[src/rtl/lcd_pkg.sv]
// Shared definitions for the LCD command decoder: opcodes, FSM states and
// the coordinate type used for window and pointer registers.
package lcd_pkg;

    localparam int COORD_W = 9;
    typedef logic [COORD_W-1:0] coord_t;

    localparam logic [7:0] CMD_CASET      = 8'h2A;
    localparam logic [7:0] CMD_PASET      = 8'h2B;
    localparam logic [7:0] CMD_RAMWR      = 8'h2C;
    localparam logic [7:0] CMD_RAMWR_CONT = 8'h3C;

    typedef enum logic [1:0] {
        ST_IDLE  = 2'd0,
        ST_CASET = 2'd1,
        ST_PASET = 2'd2,
        ST_RAMWR = 2'd3
    } lcd_state_e;

    // Saturate a 16-bit bus address to the highest legal coordinate.
    function automatic coord_t clamp_coord(input logic [15:0] v, input coord_t max_v);
        return (v > 16'(max_v)) ? max_v : v[COORD_W-1:0];
    endfunction

endpackage

[src/rtl/lcd_bus_sync.sv]
// Two-flop synchronizer for the asynchronous LCD bus plus wr rising-edge
// detection qualified by chip select.
module lcd_bus_sync (
    input  logic        i_clk,
    input  logic        i_rst_n,
    input  logic        i_lcd_wr,
    input  logic        i_lcd_rs,
    input  logic        i_lcd_cs_n,
    input  logic        i_lcd_rst_n,
    input  logic [15:0] i_lcd_data,
    output logic        o_wr_stb,
    output logic        o_rs,
    output logic        o_lcd_rst_n,
    output logic [15:0] o_data
);

    // Bit order {wr, rs, cs_n, lcd_rst_n, data}; idle levels keep the bus inert.
    localparam logic [19:0] IDLE_LVL = {1'b1, 1'b0, 1'b1, 1'b1, 16'h0000};

    logic [19:0] meta;
    logic [19:0] sync;
    logic        wr_prev;

    always_ff @(posedge i_clk or negedge i_rst_n) begin
        if (!i_rst_n) begin
            meta    <= IDLE_LVL;
            sync    <= IDLE_LVL;
            wr_prev <= 1'b1;
        end else begin
            meta    <= {i_lcd_wr, i_lcd_rs, i_lcd_cs_n, i_lcd_rst_n, i_lcd_data};
            sync    <= meta;
            wr_prev <= sync[19];
        end
    end

    // Bits sync independently; the bus is held stable around each wr edge.
    assign o_wr_stb    = sync[19] & ~wr_prev & ~sync[17];
    assign o_rs        = sync[18];
    assign o_lcd_rst_n = sync[16];
    assign o_data      = sync[15:0];

endmodule

[src/rtl/lcd_cmd_decoder.sv]
// LCD bus command decoder: tracks the CASET/PASET window and turns RAMWR
// parameters into pixel strobes with auto-advancing (x, y) coordinates.
module lcd_cmd_decoder
    import lcd_pkg::*;
#(
    parameter int COL_MAX = 319,
    parameter int ROW_MAX = 479
) (
    input  logic       i_clk,
    input  logic       i_rst_n,
    input  logic       i_lcd_wr,
    input  logic       i_lcd_rs,
    input  logic       i_lcd_cs_n,
    input  logic       i_lcd_rst_n,
    input  logic [15:0] i_lcd_data,
    output logic       o_pix_valid,
    output coord_t     o_pix_x,
    output coord_t     o_pix_y,
    output logic [15:0] o_pix_data,
    output logic       o_frame_start,
    output logic       o_frame_done,
    output lcd_state_e o_dbg_state
);

    localparam coord_t COL_LIM = coord_t'(COL_MAX);
    localparam coord_t ROW_LIM = coord_t'(ROW_MAX);

    logic        wr_stb;
    logic        rs_s;
    logic        lcd_rst_s;
    logic [15:0] data_s;

    lcd_bus_sync u_sync (
        .i_clk       (i_clk),
        .i_rst_n     (i_rst_n),
        .i_lcd_wr    (i_lcd_wr),
        .i_lcd_rs    (i_lcd_rs),
        .i_lcd_cs_n  (i_lcd_cs_n),
        .i_lcd_rst_n (i_lcd_rst_n),
        .i_lcd_data  (i_lcd_data),
        .o_wr_stb    (wr_stb),
        .o_rs        (rs_s),
        .o_lcd_rst_n (lcd_rst_s),
        .o_data      (data_s)
    );

    lcd_state_e state, state_nxt;
    logic [1:0] pcnt;
    logic [7:0] p_hi_s, p_lo_s, p_hi_e;
    coord_t     sc, ec, sp, ep, x_ptr, y_ptr;
    coord_t     win_max, win_s, clamp_e, win_e;
    logic       cmd_stb, par_stb, commit, last_pix;

    assign cmd_stb  = wr_stb & ~rs_s;
    assign par_stb  = wr_stb & rs_s;
    assign commit   = par_stb && (state == ST_CASET || state == ST_PASET) && (pcnt == 2'd3);
    assign last_pix = (x_ptr == ec) && (y_ptr == ep);

    // Window candidate formed from the three buffered bytes plus the 4th on the bus.
    always_comb begin
        win_max = (state == ST_PASET) ? ROW_LIM : COL_LIM;
        win_s   = clamp_coord({p_hi_s, p_lo_s}, win_max);
        clamp_e = clamp_coord({p_hi_e, data_s[7:0]}, win_max);
        win_e   = (clamp_e < win_s) ? win_s : clamp_e;
    end

    always_comb begin
        state_nxt = state;
        if (cmd_stb) begin
            case (data_s[7:0])
                CMD_CASET:      state_nxt = ST_CASET;
                CMD_PASET:      state_nxt = ST_PASET;
                CMD_RAMWR:      state_nxt = ST_RAMWR;
                CMD_RAMWR_CONT: state_nxt = ST_RAMWR;
                default:        state_nxt = ST_IDLE;
            endcase
        end else if (commit) begin
            state_nxt = ST_IDLE;
        end
    end

    always_ff @(posedge i_clk or negedge i_rst_n) begin
        if (!i_rst_n) begin
            state <= ST_IDLE;
        end else if (!lcd_rst_s) begin
            state <= ST_IDLE;
        end else begin
            state <= state_nxt;
        end
    end

    // A low synchronized lcd_rst_n behaves like the async reset but clocked.
    always_ff @(posedge i_clk or negedge i_rst_n) begin
        if (!i_rst_n) begin
            pcnt          <= '0;
            p_hi_s        <= '0;
            p_lo_s        <= '0;
            p_hi_e        <= '0;
            sc            <= '0;
            sp            <= '0;
            ec            <= COL_LIM;
            ep            <= ROW_LIM;
            x_ptr         <= '0;
            y_ptr         <= '0;
            o_pix_valid   <= 1'b0;
            o_pix_x       <= '0;
            o_pix_y       <= '0;
            o_pix_data    <= '0;
            o_frame_start <= 1'b0;
            o_frame_done  <= 1'b0;
        end else if (!lcd_rst_s) begin
            pcnt          <= '0;
            p_hi_s        <= '0;
            p_lo_s        <= '0;
            p_hi_e        <= '0;
            sc            <= '0;
            sp            <= '0;
            ec            <= COL_LIM;
            ep            <= ROW_LIM;
            x_ptr         <= '0;
            y_ptr         <= '0;
            o_pix_valid   <= 1'b0;
            o_pix_x       <= '0;
            o_pix_y       <= '0;
            o_pix_data    <= '0;
            o_frame_start <= 1'b0;
            o_frame_done  <= 1'b0;
        end else begin
            o_pix_valid   <= 1'b0;
            o_frame_start <= 1'b0;
            o_frame_done  <= 1'b0;
            if (cmd_stb) begin
                pcnt <= '0;
                if (data_s[7:0] == CMD_RAMWR) begin
                    x_ptr         <= sc;
                    y_ptr         <= sp;
                    o_frame_start <= 1'b1;
                end
            end else if (par_stb) begin
                case (state)
                    ST_CASET, ST_PASET: begin
                        pcnt <= pcnt + 2'd1;
                        case (pcnt)
                            2'd0: p_hi_s <= data_s[7:0];
                            2'd1: p_lo_s <= data_s[7:0];
                            2'd2: p_hi_e <= data_s[7:0];
                            default: begin
                                if (state == ST_CASET) begin
                                    sc <= win_s;
                                    ec <= win_e;
                                end else begin
                                    sp <= win_s;
                                    ep <= win_e;
                                end
                            end
                        endcase
                    end
                    ST_RAMWR: begin
                        o_pix_valid  <= 1'b1;
                        o_pix_x      <= x_ptr;
                        o_pix_y      <= y_ptr;
                        o_pix_data   <= data_s;
                        o_frame_done <= last_pix;
                        if (x_ptr != ec) begin
                            x_ptr <= x_ptr + coord_t'(1);
                        end else begin
                            x_ptr <= sc;
                            y_ptr <= last_pix ? sp : y_ptr + coord_t'(1);
                        end
                    end
                    default: ;
                endcase
            end
        end
    end

    assign o_dbg_state = state;

endmodule

[config.mk]
export PLATFORM = sky130hd
export DESIGN_NAME = lcd_cmd_decoder
export DESIGN_NICKNAME = d
export VERILOG_FILES = /design/src/rtl/lcd_pkg.sv /design/src/rtl/lcd_bus_sync.sv /design/src/rtl/lcd_cmd_decoder.sv
export SDC_FILE = /design/constraint.sdc
export NUM_CORES = 1
export LEC_CHECK = 0
export ABC_AREA = 1
export CORE_UTILIZATION = 50
export CTS_BUF_LIST = sky130_fd_sc_hd__clkbuf_4 sky130_fd_sc_hd__clkbuf_8
export CTS_CLUSTER_DIAMETER = 50
export DETAILED_ROUTE_END_ITERATION = 10
export DONT_BUFFER_PORTS = 1
export PLACE_DENSITY_LB_ADDON = 0.08
export SLEW_MARGIN = 20
export SYNTH_ARGS = -nofsm -noshare
export SYNTH_HDL_FRONTEND = slang
export SYNTH_SLANG_ARGS = --single-unit
[constraint.sdc]
create_clock -name i_clk -period 8.1 [get_ports i_clk]
set_input_delay 1.62 -clock i_clk [delete_from_list [all_inputs] [get_ports i_clk]]
set_output_delay 1.62 -clock i_clk [all_outputs]
set_load 0.03 [all_outputs]
### Word-level counts from Yosys, hierarchy flattened

Index checks and enable logic that the tools add are counted.

| word-level totals | value |
|---|---|
| word-level logic and storage cells | 166 |
| register bits | 160 |
| output and inout port bits | 39 |

| cells by class | value |
|---|---|
| magnitude comparators | 3 |
| $add $sub $neg | 3 |
| multiplexer cells | 87 |
| bitwise gates (word level) | 7 |
| reduce and logical (&&, ||, !) cells | 17 |
| equal/unequal tests | 29 |

Operators with widths:

| cell | count |
|---|---|
| 9-bit 2-to-1 mux | 48 |
| 8-bit 2-to-1 mux | 16 |
| 16-bit 2-to-1 mux | 4 |
| 8-bit by 6-bit == test with 1-bit output, second input constant | 4 |
| 16-bit by 9-bit greater-than comparator with 1-bit output | 2 |
| 2-bit != test, second input constant | 10 |
| 9-bit by 1-bit adder with 9-bit output, second input constant | 2 |
| 9-bit == test | 2 |
| 3-bit != test, second input constant | 6 |
| 4-bit AND reduction | 4 |
| 2-bit 2-to-1 mux | 7 |
| 1-bit 2-to-1 mux | 11 |
| 5-bit AND reduction | 2 |
| 9-bit less-than comparator | 1 |
| 9-bit != test | 1 |
| 2-bit == test, second input constant | 4 |
| 2-bit one-hot mux with 3 select lines | 1 |
| 3-bit AND reduction | 2 |
| 1-bit AND | 4 |
| 2-bit by 1-bit == test with 1-bit output, second input constant | 2 |
| 2-bit OR reduction | 2 |
| 1-bit logical AND | 3 |
| 1-bit NOT | 3 |
| 3-bit OR reduction | 1 |
| other kinds (4) | 4 |

### Longest topological paths before layout

Gate-level depths: netlist of run 1.

| depth | value |
|---|---|
| depth in word-level cells | 12 |
| gate-level depth with buffers | 24 |

### Modules after synthesis

Synthesis of run 1 repeated with hierarchy kept, for this count alone.

| unflattened totals | value |
|---|---|
| cell total of the unflattened synthesis | 817 |
| area, all modules | 7389.6 um^2 |

By module, submodules not included:

| module | cells an instance | area each (um^2) | sequential area each (um^2) | instances |
|---|---|---|---|---|
| lcd_cmd_decoder | 757 | 6221.0 | 2996.6 | 1 |
| lcd_bus_sync | 60 | 1168.6 | 1034.7 | 1 |

### Worst setup path after synthesis of run 1

Ideal clock, no wire load.

| timing | value |
|---|---|
| kind | register to register |
| start | register state[0], in the netlist o_dbg_state[0] |
| end | register ep[5] |
| setup time | 0.121 ns |
| cell stages (with the launch flop) | 25 |
| arrival time | 3.221 ns |
| required time | 7.979 ns |
| clock period less this slack | 3.342 ns |
| path slack | 4.758 ns |
| path through | dfrtp_1 inv_1 ha_1 inv_1 ha_1 nand2_1 inv_1 nand2_1 nand2_1 nand2_1 nand2_1 nand2_1 buf_4 nand2_1 o21ai_0 inv_1 ha_1 a21oi_1 o21ai_0 nor2_2 nand2_8 nand2_2 nand2_1 nand2_1 o21ai_1 |

| between the ends | value |
|---|---|
| longest elaborated chain between the ends | 12 |
| elaborated cells between the ends (all ways) | 19 |
| those cells by class | order compare: 3; eq/ne: 4; mux: 10; reduce/logical: 2 |

Ends and longest elaborated chain:

| what | RTL line | source |
|---|---|---|
| from (decl) | lcd_cmd_decoder.sv:47 | `lcd_state_e state, state_nxt;` |
| from (signal assigned) | lcd_cmd_decoder.sv:88 | `state <= state_nxt;` |
| 2-bit == test | lcd_cmd_decoder.sv:61, lcd_cmd_decoder.sv:140 |  |
| 8-bit 2-to-1 mux | lcd_cmd_decoder.sv:61 | `win_max = (state == ST_PASET) ? ROW_LIM : COL_LIM;` |
| 16-bit by 9-bit greater-than comparator with 1-bit output | lcd_pkg.sv:22 | `return (v > 16'(max_v)) ? max_v : v[COORD_W-1:0];` |
| 9-bit 2-to-1 mux | lcd_pkg.sv:22 |  |
| 9-bit less-than comparator | lcd_cmd_decoder.sv:64 | `win_e = (clamp_e < win_s) ? win_s : clamp_e;` |
| 9-bit 2-to-1 mux | lcd_cmd_decoder.sv:64 |  |
| 9-bit 2-to-1 mux | lcd_cmd_decoder.sv:148 | `if (state == ST_CASET) begin` |
| 9-bit 2-to-1 mux | lcd_cmd_decoder.sv:143 | `case (pcnt)` |
| 9-bit 2-to-1 mux | lcd_cmd_decoder.sv:140 | `case (state)` |
| 9-bit 2-to-1 mux | lcd_cmd_decoder.sv:139 | `end else if (par_stb) begin` |
| 9-bit 2-to-1 mux | lcd_cmd_decoder.sv:132 | `if (cmd_stb) begin` |
| 9-bit 2-to-1 mux | lcd_cmd_decoder.sv:111 | `end else if (!lcd_rst_s) begin` |
| to (signal assigned) | lcd_cmd_decoder.sv:153 | `ep <= win_e;` |
| to (decl) | lcd_cmd_decoder.sv:50 | `coord_t sc, ec, sp, ep, x_ptr, y_ptr;` |

Parallel ways exist; a longest one is shown, timed or not. The select of a mux whose other input is x is not followed.
A chain may end at the register's enable or synchronous reset.

### Worst setup path after layout of run 1

| timing | value |
|---|---|
| start | register state[0], in the netlist o_dbg_state[0] |
| end | register ep[0] |

Same word-level chain as after synthesis.

==> results.sh, run 1 <==
export IMPL_path_buf_inv=2
export IMPL_endpoint="ep[0]$_DFFE_PN1P_"
export IMPL_crit_family="simple AND/OR/NAND/NOR gates"
export IMPL_avgSynthCellArea_um2=9.16
export IMPL_critPathRequiredTime_ns=8.50
export IMPL_ys_types=39
export IMPL_drtAntennaViolNets=0
export IMPL_finalWeightedCongestion=0.891
export IMPL_reg2regPathDepth=20
export IMPL_first_pass_iters=5
export IMPL_synthTopCellsByCount="nand2_1 (208), dfrtp_1 (138), inv_1 (80), nand3_1 (74), o21ai_0 (65)"
export IMPL_cts_tree="built"
export IMPL_crit_type="reg2reg"
export IMPL_synth_top_area_frac=0.471
export IMPL_synth_warning_count=0
export IMPL_diodes=0
export IMPL_slowest_delay_ns=0.59
export IMPL_path_common_cell="nand2_1"
export IMPL_synthesis_nets=846
export IMPL_drc_errors=0
export IMPL_cts_num_sinks=160
export IMPL_synth_edf_count=0
export IMPL_status="completed"
export IMPL_cap_violations=0
export IMPL_cts_root_buf="clkbuf_8"
export IMPL_clk_pin_slew_ns=0.10
export IMPL_grt_pass1_wl_um=27400
export IMPL_cellLeakagePower_uw=0.00382
export IMPL_drive_above_1_share=0.124
export IMPL_grt_pass1_vias=5229
export IMPL_crit_path_start="o_dbg_state[0]$_DFFE_PN0P_"
export IMPL_skew_ns=0.0145
export IMPL_portBuffers=0
export IMPL_min_period_over_period=0.495
export IMPL_period_minus_slack_ns=4.01
export IMPL_die_area_mm2=0.0152
export IMPL_path_max_fanout=11
export IMPL_die_w_um=123
export IMPL_report_power_total_uw=1710
export IMPL_htreeDepth=4
export IMPL_netlist_instances=801
export IMPL_ioPinCount=61
export IMPL_cts_repair_resized=0
export IMPL_synthMostInstantiatedCell="nand2_1"
export IMPL_hold_path_depth=0
export IMPL_finalHoldViolCount=0
export IMPL_p_per_area_mw_per_mm2=217
export IMPL_post_route_worst_setup_slack_ns=4.09
export IMPL_arrival_ns=4.41
export IMPL_rrSetupSlack_ns=4.09
export IMPL_worstSetupStartpointType="flip-flop"
export IMPL_clock_fmax_ghz=0.249
export IMPL_yosys_area_top_type="dfrtp_1"
export IMPL_cts_setup_buffers=0
export IMPL_final_cells=993
export IMPL_path_cells="inv_1 -> ha_1 -> inv_1 -> ha_1 -> a21oi_1 -> nand2_1 -> nand2_1 -> nand2_1 -> nand2_1 -> nand2_1 -> o21ai_1 -> ha_1 -> a21oi_1 -> o21ai_0 -> nor2_2 -> nand2_8 -> nand2_2 -> nand3_2 -> nand2_1 -> nand2_1"
export IMPL_hp_class="reg2reg"
export IMPL_grt_util_all_layers=0.243
export IMPL_avgRoutedWirePerCell_um=17.1
export IMPL_clk_path_buf_depth=2
export IMPL_routed_wl_um=17000
export IMPL_ys_ff_latch=160
export IMPL_vias_per_cell=5.44
export IMPL_nets=845
export IMPL_synth_main_ff_cell="dfrtp_1"
export IMPL_async_flop_share=1.00
export IMPL_rr_startpoint="o_dbg_state[0]$_DFFE_PN0P_"
export IMPL_slew_violations=0
export IMPL_yosysSeqAreaShare=0.550
export IMPL_die_y_um=123
export IMPL_core_area_mm2=0.0141
export IMPL_setup_violations=0
export IMPL_hpwl_um=12000
export IMPL_initial_core_util=0.520
export IMPL_rsz0062_at_grt="no"
export IMPL_grt_ovfl_total=0
export IMPL_grt_max_degree=161
export IMPL_cp_depth=20
export IMPL_tns_ns=0
export IMPL_finish_utilization=0.559
export IMPL_numCtsBuffers=17
export IMPL_place_inst=961
export IMPL_worstSetupEndpointType="flip-flop"
export IMPL_antenna_found_initial=0
export IMPL_syn2layout_area_growth_pct=7.49
export IMPL_clock_latency_ns=0.47
export IMPL_cp_slowest_cell="dfrtp_1"
export IMPL_drtIter0Drc=291
export IMPL_worst_pin_slew_ns=1.05
export IMPL_pre_cts_ws_ns=4.11
export IMPL_ctsHoldBuffers=0
export IMPL_r2r_end="ep[0]$_DFFE_PN1P_"
export IMPL_yosys_top_cells_area="dfrtp_1 (47%), nand2_1 (11%), dfstp_2 (7.9%)"
export IMPL_vias=5405
export IMPL_syn_area_mm2=0.00734
export IMPL_rows=43
export IMPL_max_vdd_ir_drop_v=0.000147
export IMPL_slew_limit_headroom=0.302
[state kept, by name (all words and copies together) (netlist names)]
register / count
ec: 9
ep: 9
o_dbg_state: 2
o_frame_done: 1
o_frame_start: 1
o_pix_data: 16
o_pix_valid: 1
o_pix_x: 9
o_pix_y: 9
p_hi_e: 8
p_hi_s: 8
p_lo_s: 8
pcnt: 2
sc: 9
sp: 9
u_sync.meta: 20
u_sync.sync: 20
u_sync.wr_prev: 1
x_ptr: 9
y_ptr: 9
[per-layer routing]
metal / global-route usage / vias to the layer above / wire length (um)
met4: 0.0753 / 0 / 276
met2: 0.403 / 118 / 8390
li1: - / 2596 / -
met5: 0 / - / 0
met3: 0.0535 / 17 / 596
met1: 0.316 / 2674 / 7730
[power breakdown]
part,switching (uW),total [uW],internal [uW]
Sequential,28.6,882,854
Clock,357,598,241
Combinational,156,234,78.2
[worst reg2reg max path, cell delays in order, from the launching register on]
cell	delay, ns
dfrtp_1	0.59
inv_1	0.14
ha_1	0.30
inv_1	0.18
ha_1	0.28
a21oi_1	0.16
nand2_1	0.06
nand2_1	0.06
nand2_1	0.05
nand2_1	0.23
nand2_1	0.08
o21ai_1	0.24
ha_1	0.33
a21oi_1	0.15
o21ai_0	0.11
nor2_2	0.47
nand2_8	0.15
nand2_2	0.09
nand3_2	0.08
nand2_1	0.12
nand2_1	0.07
[cells by family after synthesis]
| group | after synthesis | synth area share |
|---|---|---|
| xor gates and xnor gates | 26 | 0.0310 |
| buffers and inverters | 109 | 0.0614 |
| adders and majority gates | 23 | 0.0392 |
| and+or+nand+nor | 367 | 0.231 |
| AOI/OAI and AO/OA | 116 | 0.0873 |
| DFF | 160 | 0.550 |
[placed cells by master, fill, tap and decap left out, types with 2 or more instances in the layout]
cell type / n
nor2_1: 28
clkbuf_8: 17
a21oi_1: 14
dfrtp_1: 138
ha_1: 23
inv_1: 80
dfstp_2: 22
nand3_1: 74
buf_4: 2
clkinv_4: 2
nor2_2: 5
nand3_2: 6
nor3_1: 8
nand2_8: 2
or2_1: 2
nand3b_1: 4
o21ai_0: 65
o22ai_1: 16
o211ai_1: 4
nand2_2: 11
nor4_1: 2
nand4_1: 7
nor3_4: 2
clkinv_8: 6
nand2_1: 208
or2_2: 5
inv_8: 5
xor2_1: 15
o21ai_1: 12
inv_2: 6
xnor2_1: 11
a21oi_2: 2
[worst min path at each step]
stage                              from                  endpoint  slack, ns
6_report       u_sync.meta[0]$_DFF_PN0_  u_sync.sync[0]$_DFF_PN0_       0.36
5_1_grt        u_sync.meta[7]$_DFF_PN0_  u_sync.sync[7]$_DFF_PN0_       0.36
4_1_cts        u_sync.meta[0]$_DFF_PN0_  u_sync.sync[0]$_DFF_PN0_       0.36
3_5_place_dp   u_sync.meta[0]$_DFF_PN0_  u_sync.sync[0]$_DFF_PN0_       0.33
3_3_place_gp   u_sync.meta[7]$_DFF_PN0_  u_sync.sync[7]$_DFF_PN0_       0.33
2_1_floorplan  u_sync.meta[0]$_DFF_PN0_  u_sync.sync[0]$_DFF_PN0_       0.33
[metrics by stage]
stage / hold WS (ns) / area (um^2)
after floorplan: 0.331 / 7340
after CTS: 0.357 / 7880
final: 0.355 / 7890
after global routing: 0.364 / 7890
after detailed placement: 0.335 / 7450
after global placement: 0.332 / 7450
[cell type report]
cell class              count  area, um^2
flip-flops and latches    160        4030
repair buffers              2        15.0
well taps                 180         225
multi-input cells         532        2860
inverters                  87         327
fillers                  1296        6210
clock inverters            15         195
clock buffers              17         234
(Power assumes the default switching activity.)
==> inputs of run 2 (changes only) <==
==> constraint.sdc (replaced) <==
create_clock -name i_clk -period 3.35 [get_ports i_clk]
set_input_delay 0.67 -clock i_clk [delete_from_list [all_inputs] [get_ports i_clk]]
set_output_delay 0.67 -clock i_clk [all_outputs]
set_load 0.03 [all_outputs]
==> results.sh, run 2 (synthesis results as in run 1) <==
export IMPL_status="complete, but fails checks"
export IMPL_violations="negative hold slack"
export IMPL_rows=43
export IMPL_drtAntennaViolNets=0
export IMPL_grt_util_all_layers=0.248
export IMPL_die_y_um=123
export IMPL_cts_root_buf="clkbuf_8"
export IMPL_hpwl_um=12300
export IMPL_initial_core_util=0.520
export IMPL_hp_class="in2async"
export IMPL_clk_pin_slew_ns=0.10
export IMPL_portBuffers=0
export IMPL_grt_max_degree=161
export IMPL_numCtsBuffers=17
export IMPL_first_pass_iters=5
export IMPL_cellLeakagePower_uw=0.00394
export IMPL_min_period_over_period=0.943
export IMPL_slew_limit_headroom=0.429
export IMPL_vias_per_cell=5.35
export IMPL_nets=866
export IMPL_worstSetupStartpointType="flip-flop"
export IMPL_core_area_mm2=0.0141
export IMPL_drtIter0Drc=360
export IMPL_holdWs_ns=-0.119
export IMPL_reg_top3="u_sync.meta (20), u_sync.sync (20), o_pix_data (16)"
export IMPL_antenna_found_initial=0
export IMPL_die_area_mm2=0.0152
export IMPL_clock_latency_ns=0.48
export IMPL_finalWeightedCongestion=0.902
export IMPL_path_max_fanout=10
export IMPL_diodes=0
export IMPL_pre_cts_ws_ns=-0.143
export IMPL_avgRoutedWirePerCell_um=17.2
export IMPL_crit_type="reg2reg"
export IMPL_max_vdd_ir_drop_v=0.000562
export IMPL_placed_area_mm2=0.00758
export IMPL_slew_violations=0
export IMPL_setup_violations=0
export IMPL_drc_errors=0
export IMPL_drive_above_1_share=0.161
export IMPL_die_w_um=123
export IMPL_clk_path_buf_depth=2
export IMPL_cap_violations=0
export IMPL_skew_ns=0.0131
export IMPL_syn2layout_area_growth_pct=10.3
export IMPL_cts_tree="built"
export IMPL_worstSetupEndpointType="flip-flop"
export IMPL_routed_wl_um=17400
export IMPL_post_route_worst_setup_slack_ns=0.191
export IMPL_vias=5421
export IMPL_design_area_mm2=0.00809
export IMPL_grt_ovfl_total=0
export IMPL_final_cell_mix="nand2_1 (204), dfrtp_1 (138), inv_1 (78)"
export IMPL_worst_pin_slew_ns=0.853
export IMPL_arrival_ns=3.54
export IMPL_clock_fmax_ghz=0.317
export IMPL_grt_pass1_wl_um=27900
export IMPL_period_minus_slack_ns=3.16
export IMPL_cts_num_sinks=160
export IMPL_critPathRequiredTime_ns=3.73
export IMPL_ioPinCount=61
export IMPL_grt_pass1_vias=5420
export IMPL_finalHoldViolCount=138
export IMPL_final_common_cell="nand2_1"
export IMPL_report_power_total_uw=4230
export IMPL_htreeDepth=4
export IMPL_p_per_area_mw_per_mm2=523
-- run 2: changes by cell type in the layout (fill, tap and decap cells not counted), moves of 3 or more --
cell / change
inv_8: -3
o21ai_0: -3
inv_6: +5
nand2_2: +4
ha_1: -3
nand2_1: -4
clkinv_8: -3
buf_4: +18
-- run 2: worst paths after layout --
path	from	endpoint	slack [ns]	cells past startpoint
worst max-delay path	o_dbg_state[0]$_DFFE_PN0P_	ep[5]$_DFFE_PN0P_	0.19	23
worst min-delay path	i_rst_n	sc[5]$_DFFE_PN0P_	-0.12	0
worst max register to register	o_dbg_state[0]$_DFFE_PN0P_	ep[5]$_DFFE_PN0P_	0.19	23
worst min register to register	u_sync.meta[3]$_DFF_PN0_	u_sync.sync[3]$_DFF_PN0_	0.35	0
max in group asynchronous	i_rst_n	u_sync.sync[16]$_DFF_PN1_	3.19	0
min in group i_clk	i_lcd_wr	u_sync.meta[19]$_DFF_PN1_	0.18	0
-- run 2: cell type report --
cell class	instances	area, um^2
multi-input cells	534	2930
clock buffers	17	234
well taps	180	225
clock inverters	15	175
inverters	87	327
repair buffers	21	170
flip-flops and latches	160	4030
fillers	1288	6000
-- run 2: stage by stage --
| stage | std cells | TNS [ns] | util | hold WS [ns] |
|---|---|---|---|---|
| global placement | 978 | -0.0348 | 0.538 | 0.333 |
| detailed placement | 978 | -2.00 | 0.538 | 0.335 |
| global route | 1014 | -0.0650 | 0.574 | -0.147 |
| finish | 1014 | 0 | 0.574 | -0.119 |
| CTS | 1011 | 0 | 0.569 | -0.143 |
| floorplan | 801 | 0 | - | 0.331 |
-- run 2: metal layers --
| layer | up-vias | GRT usage | share of wire |
|---|---|---|---|
| met2 | 101 | 0.403 | 0.49 |
| met5 | - | 0 | 0 |
| met4 | 0 | 0.106 | 0.029 |
| met3 | 42 | 0.0461 | 0.032 |
| li1 | 2640 | - | - |
| met1 | 2638 | 0.323 | 0.45 |
-- run 2: worst max-delay path, cell delays in order, from the launching register on --
cell and delay, ns:
dfrtp_1 0.40, inv_2 0.09, ha_2 0.19, inv_2 0.08
ha_1 0.31, nand2_1 0.06, inv_1 0.07, nand2_1 0.05
nand2_1 0.06, nand2_1 0.07, nand2_2 0.12, nand2_2 0.10
o21ai_0 0.15, inv_1 0.09, ha_1 0.30, nand4_1 0.17
a21oi_2 0.21, nor2_4 0.07, buf_12 0.14, nand2_8 0.10
nand2_2 0.06, nand2_1 0.06, nand2_1 0.05, o21ai_1 0.08
-- run 2: report_power, final --
group | internal, uW | switching (uW)
clock network | 627 | 838
logic | 240 | 399
registers | 2060 | 67.6
total | 2930 | 1300
-- run 2: repair_timing --
action                                  4_1_cts  5_1_grt
pin swaps                                     1        6
endpoints found under the setup margin       18       18
endpoints found under the hold margin       138      138
buffers inserted                              1        1
resized for setup                             1       18
cloned                                        0        2
==> inputs of run 3 (changes only) <==
--- a/config.mk
+++ b/config.mk
@@ -6,6 +6,7 @@
 export NUM_CORES = 1
 export LEC_CHECK = 0
 export ABC_AREA = 1
+export CORE_ASPECT_RATIO = 0.7
 export CORE_UTILIZATION = 50
 export CTS_BUF_LIST = sky130_fd_sc_hd__clkbuf_4 sky130_fd_sc_hd__clkbuf_8
 export CTS_CLUSTER_DIAMETER = 50
==> results.sh, run 3 (synthesis results as in run 1) <==
export IMPL_status="complete, but fails checks"
export IMPL_violations="negative hold slack"
export IMPL_report_power_total_uw=4160
export IMPL_slew_violations=0
export IMPL_holdWs_ns=-0.102
export IMPL_htreeDepth=4
export IMPL_finalWeightedCongestion=0.915
export IMPL_finish_utilization=0.578
export IMPL_first_pass_iters=5
export IMPL_setup_violations=0
export IMPL_grt_max_degree=161
export IMPL_path_max_fanout=8
export IMPL_hp_class="in2async"
export IMPL_clk_path_buf_depth=2
export IMPL_skew_ns=0.0168
export IMPL_cts_num_sinks=160
export IMPL_drive_above_1_share=0.179
export IMPL_portBuffers=0
export IMPL_min_period_over_period=0.967
export IMPL_drc_errors=0
export IMPL_vias_per_cell=5.46
export IMPL_final_cell_mix="nand2_1 (203), dfrtp_1 (138), inv_1 (76)"
export IMPL_reg2regPathDepth=22
export IMPL_clk_pin_slew_ns=0.08
export IMPL_period_minus_slack_ns=3.24
export IMPL_fillers=1283
export IMPL_drtIter0Drc=429
export IMPL_critPathRequiredTime_ns=3.74
export IMPL_routed_wl_um=18500
export IMPL_drtAntennaViolNets=0
export IMPL_worstSetupEndpointType="flip-flop"
export IMPL_rows=36
export IMPL_initial_core_util=0.520
export IMPL_nets=873
export IMPL_diodes=0
export IMPL_slew_limit_headroom=0.309
export IMPL_finalHoldViolCount=138
export IMPL_hpwl_um=12900
export IMPL_ioPinCount=61
export IMPL_reg_top3="u_sync.meta (20), u_sync.sync (20), o_pix_data (16)"
export IMPL_syn2layout_area_growth_pct=11.1
export IMPL_pre_cts_ws_ns=-0.151
export IMPL_placed_area_mm2=0.00762
export IMPL_worst_pin_slew_ns=1.03
export IMPL_grt_pass1_wl_um=28600
export IMPL_vias=5628
export IMPL_grt_pass1_vias=5203
export IMPL_cellLeakagePower_uw=0.00396
export IMPL_grt_ovfl_total=0
export IMPL_worstSetupStartpointType="flip-flop"
export IMPL_r2r_end="ep[8]$_DFFE_PN1P_"
export IMPL_numCtsBuffers=17
export IMPL_cts_tree="built"
export IMPL_p_per_area_mw_per_mm2=510
export IMPL_core_area_mm2=0.0141
export IMPL_rr_startpoint="o_dbg_state[0]$_DFFE_PN0P_"
export IMPL_crit_type="reg2reg"
export IMPL_max_vdd_ir_drop_v=0.000291
export IMPL_rrSetupSlack_ns=0.11
export IMPL_arrival_ns=3.63
export IMPL_avgRoutedWirePerCell_um=18.0
export IMPL_design_area_mm2=0.00815
export IMPL_die_area_mm2=0.0152
export IMPL_die_w_um=147
export IMPL_final_common_cell="nand2_1"
export IMPL_cts_root_buf="clkbuf_8"
export IMPL_crit_path_start="o_dbg_state[0]$_DFFE_PN0P_"
export IMPL_grt_util_all_layers=0.254
export IMPL_cap_violations=0
export IMPL_antenna_found_initial=0
export IMPL_die_y_um=103
export IMPL_clock_latency_ns=0.47
export IMPL_clock_fmax_ghz=0.309
export IMPL_post_route_worst_setup_slack_ns=0.112
## run 3: cell count changes in the layout (fill, tap and decap cells not counted), sizes merged
cell | previous run | this run
buf | 21 | 27
inv | 93 | 88
clkinv | 7 | 9
clkinvlp | 1 | 3
nor2 | 33 | 34
## run 3: report_power, final
group          leakage (uW)  internal [uW]  switching (uW)  total [uW]
logic               0.00173            267             434         701
registers           0.00205           2070            85.9        2150
clock network      0.000178            579             730        1310
total               0.00396           2910            1250        4160
## run 3: how the worst max path moves through the flow
stage	endpoint	slack, ns	cells after the start
after detailed placement	ep[0]$_DFFE_PN1P_	-0.15	21
after CTS	ep[8]$_DFFE_PN1P_	0.001	22
after global routing	ep[5]$_DFFE_PN0P_	-0.04	23
after floorplan	ep[5]$_DFFE_PN0P_	0.008	24
after global placement	ep[0]$_DFFE_PN1P_	-0.08	21
final	ep[8]$_DFFE_PN1P_	0.11	22
## run 3: worst max-delay path: stages (launching register included)
cell and delay (ns):
dfrtp_1 0.38, inv_1 0.08, ha_2 0.19, inv_2 0.06, buf_4 0.16, ha_4 0.27
nand4_1 0.08, nand2_1 0.10, nand2_1 0.06, nand2_2 0.08, nand2_4 0.09, buf_6 0.14
o21ai_4 0.17, inv_2 0.06, ha_1 0.27, nand4_1 0.17, a21oi_2 0.25, nor2_4 0.07
buf_12 0.15, nand3_2 0.08, nand3_2 0.09, nand2_1 0.09, nand2_1 0.07
## run 3: timing repair
action | CTS | global route
setup endpoints to repair | 18 | 18
resized for setup | 3 | 29
setup buffers | 0 | 4
endpoints found under the hold margin | 138 | 138
pin swaps | 0 | 10
gates cloned | 0 | 3
## run 3: area by class of cell
cell class	instances	area, um^2	area share
sequential	160	4030	0.495
multi-input combinational	535	2980	0.366
inverter	87	327	0.0401
tap	190	238	0.0292
clock buffer	17	234	0.0287
timing repair buffer	27	219	0.0269
clock inverter	14	118	0.0144
## run 3: per-layer routing
layer,routed length (um),vias up,track usage,share of wire
met4,308,0,0.0881,0.017
met2,7460,227,0.341,0.40
li1,-,2657,-,-
met1,9230,2714,0.384,0.50
met5,0,-,0,0
met3,1550,30,0.0768,0.084
## run 3: metrics by stage
stage,cells,TNS (ns)
2_1_floorplan,801,0
3_3_place_gp,992,-0.989
3_5_place_dp,992,-2.14
4_1_cts,1023,0
5_1_grt,1030,-0.157
6_report,1030,0
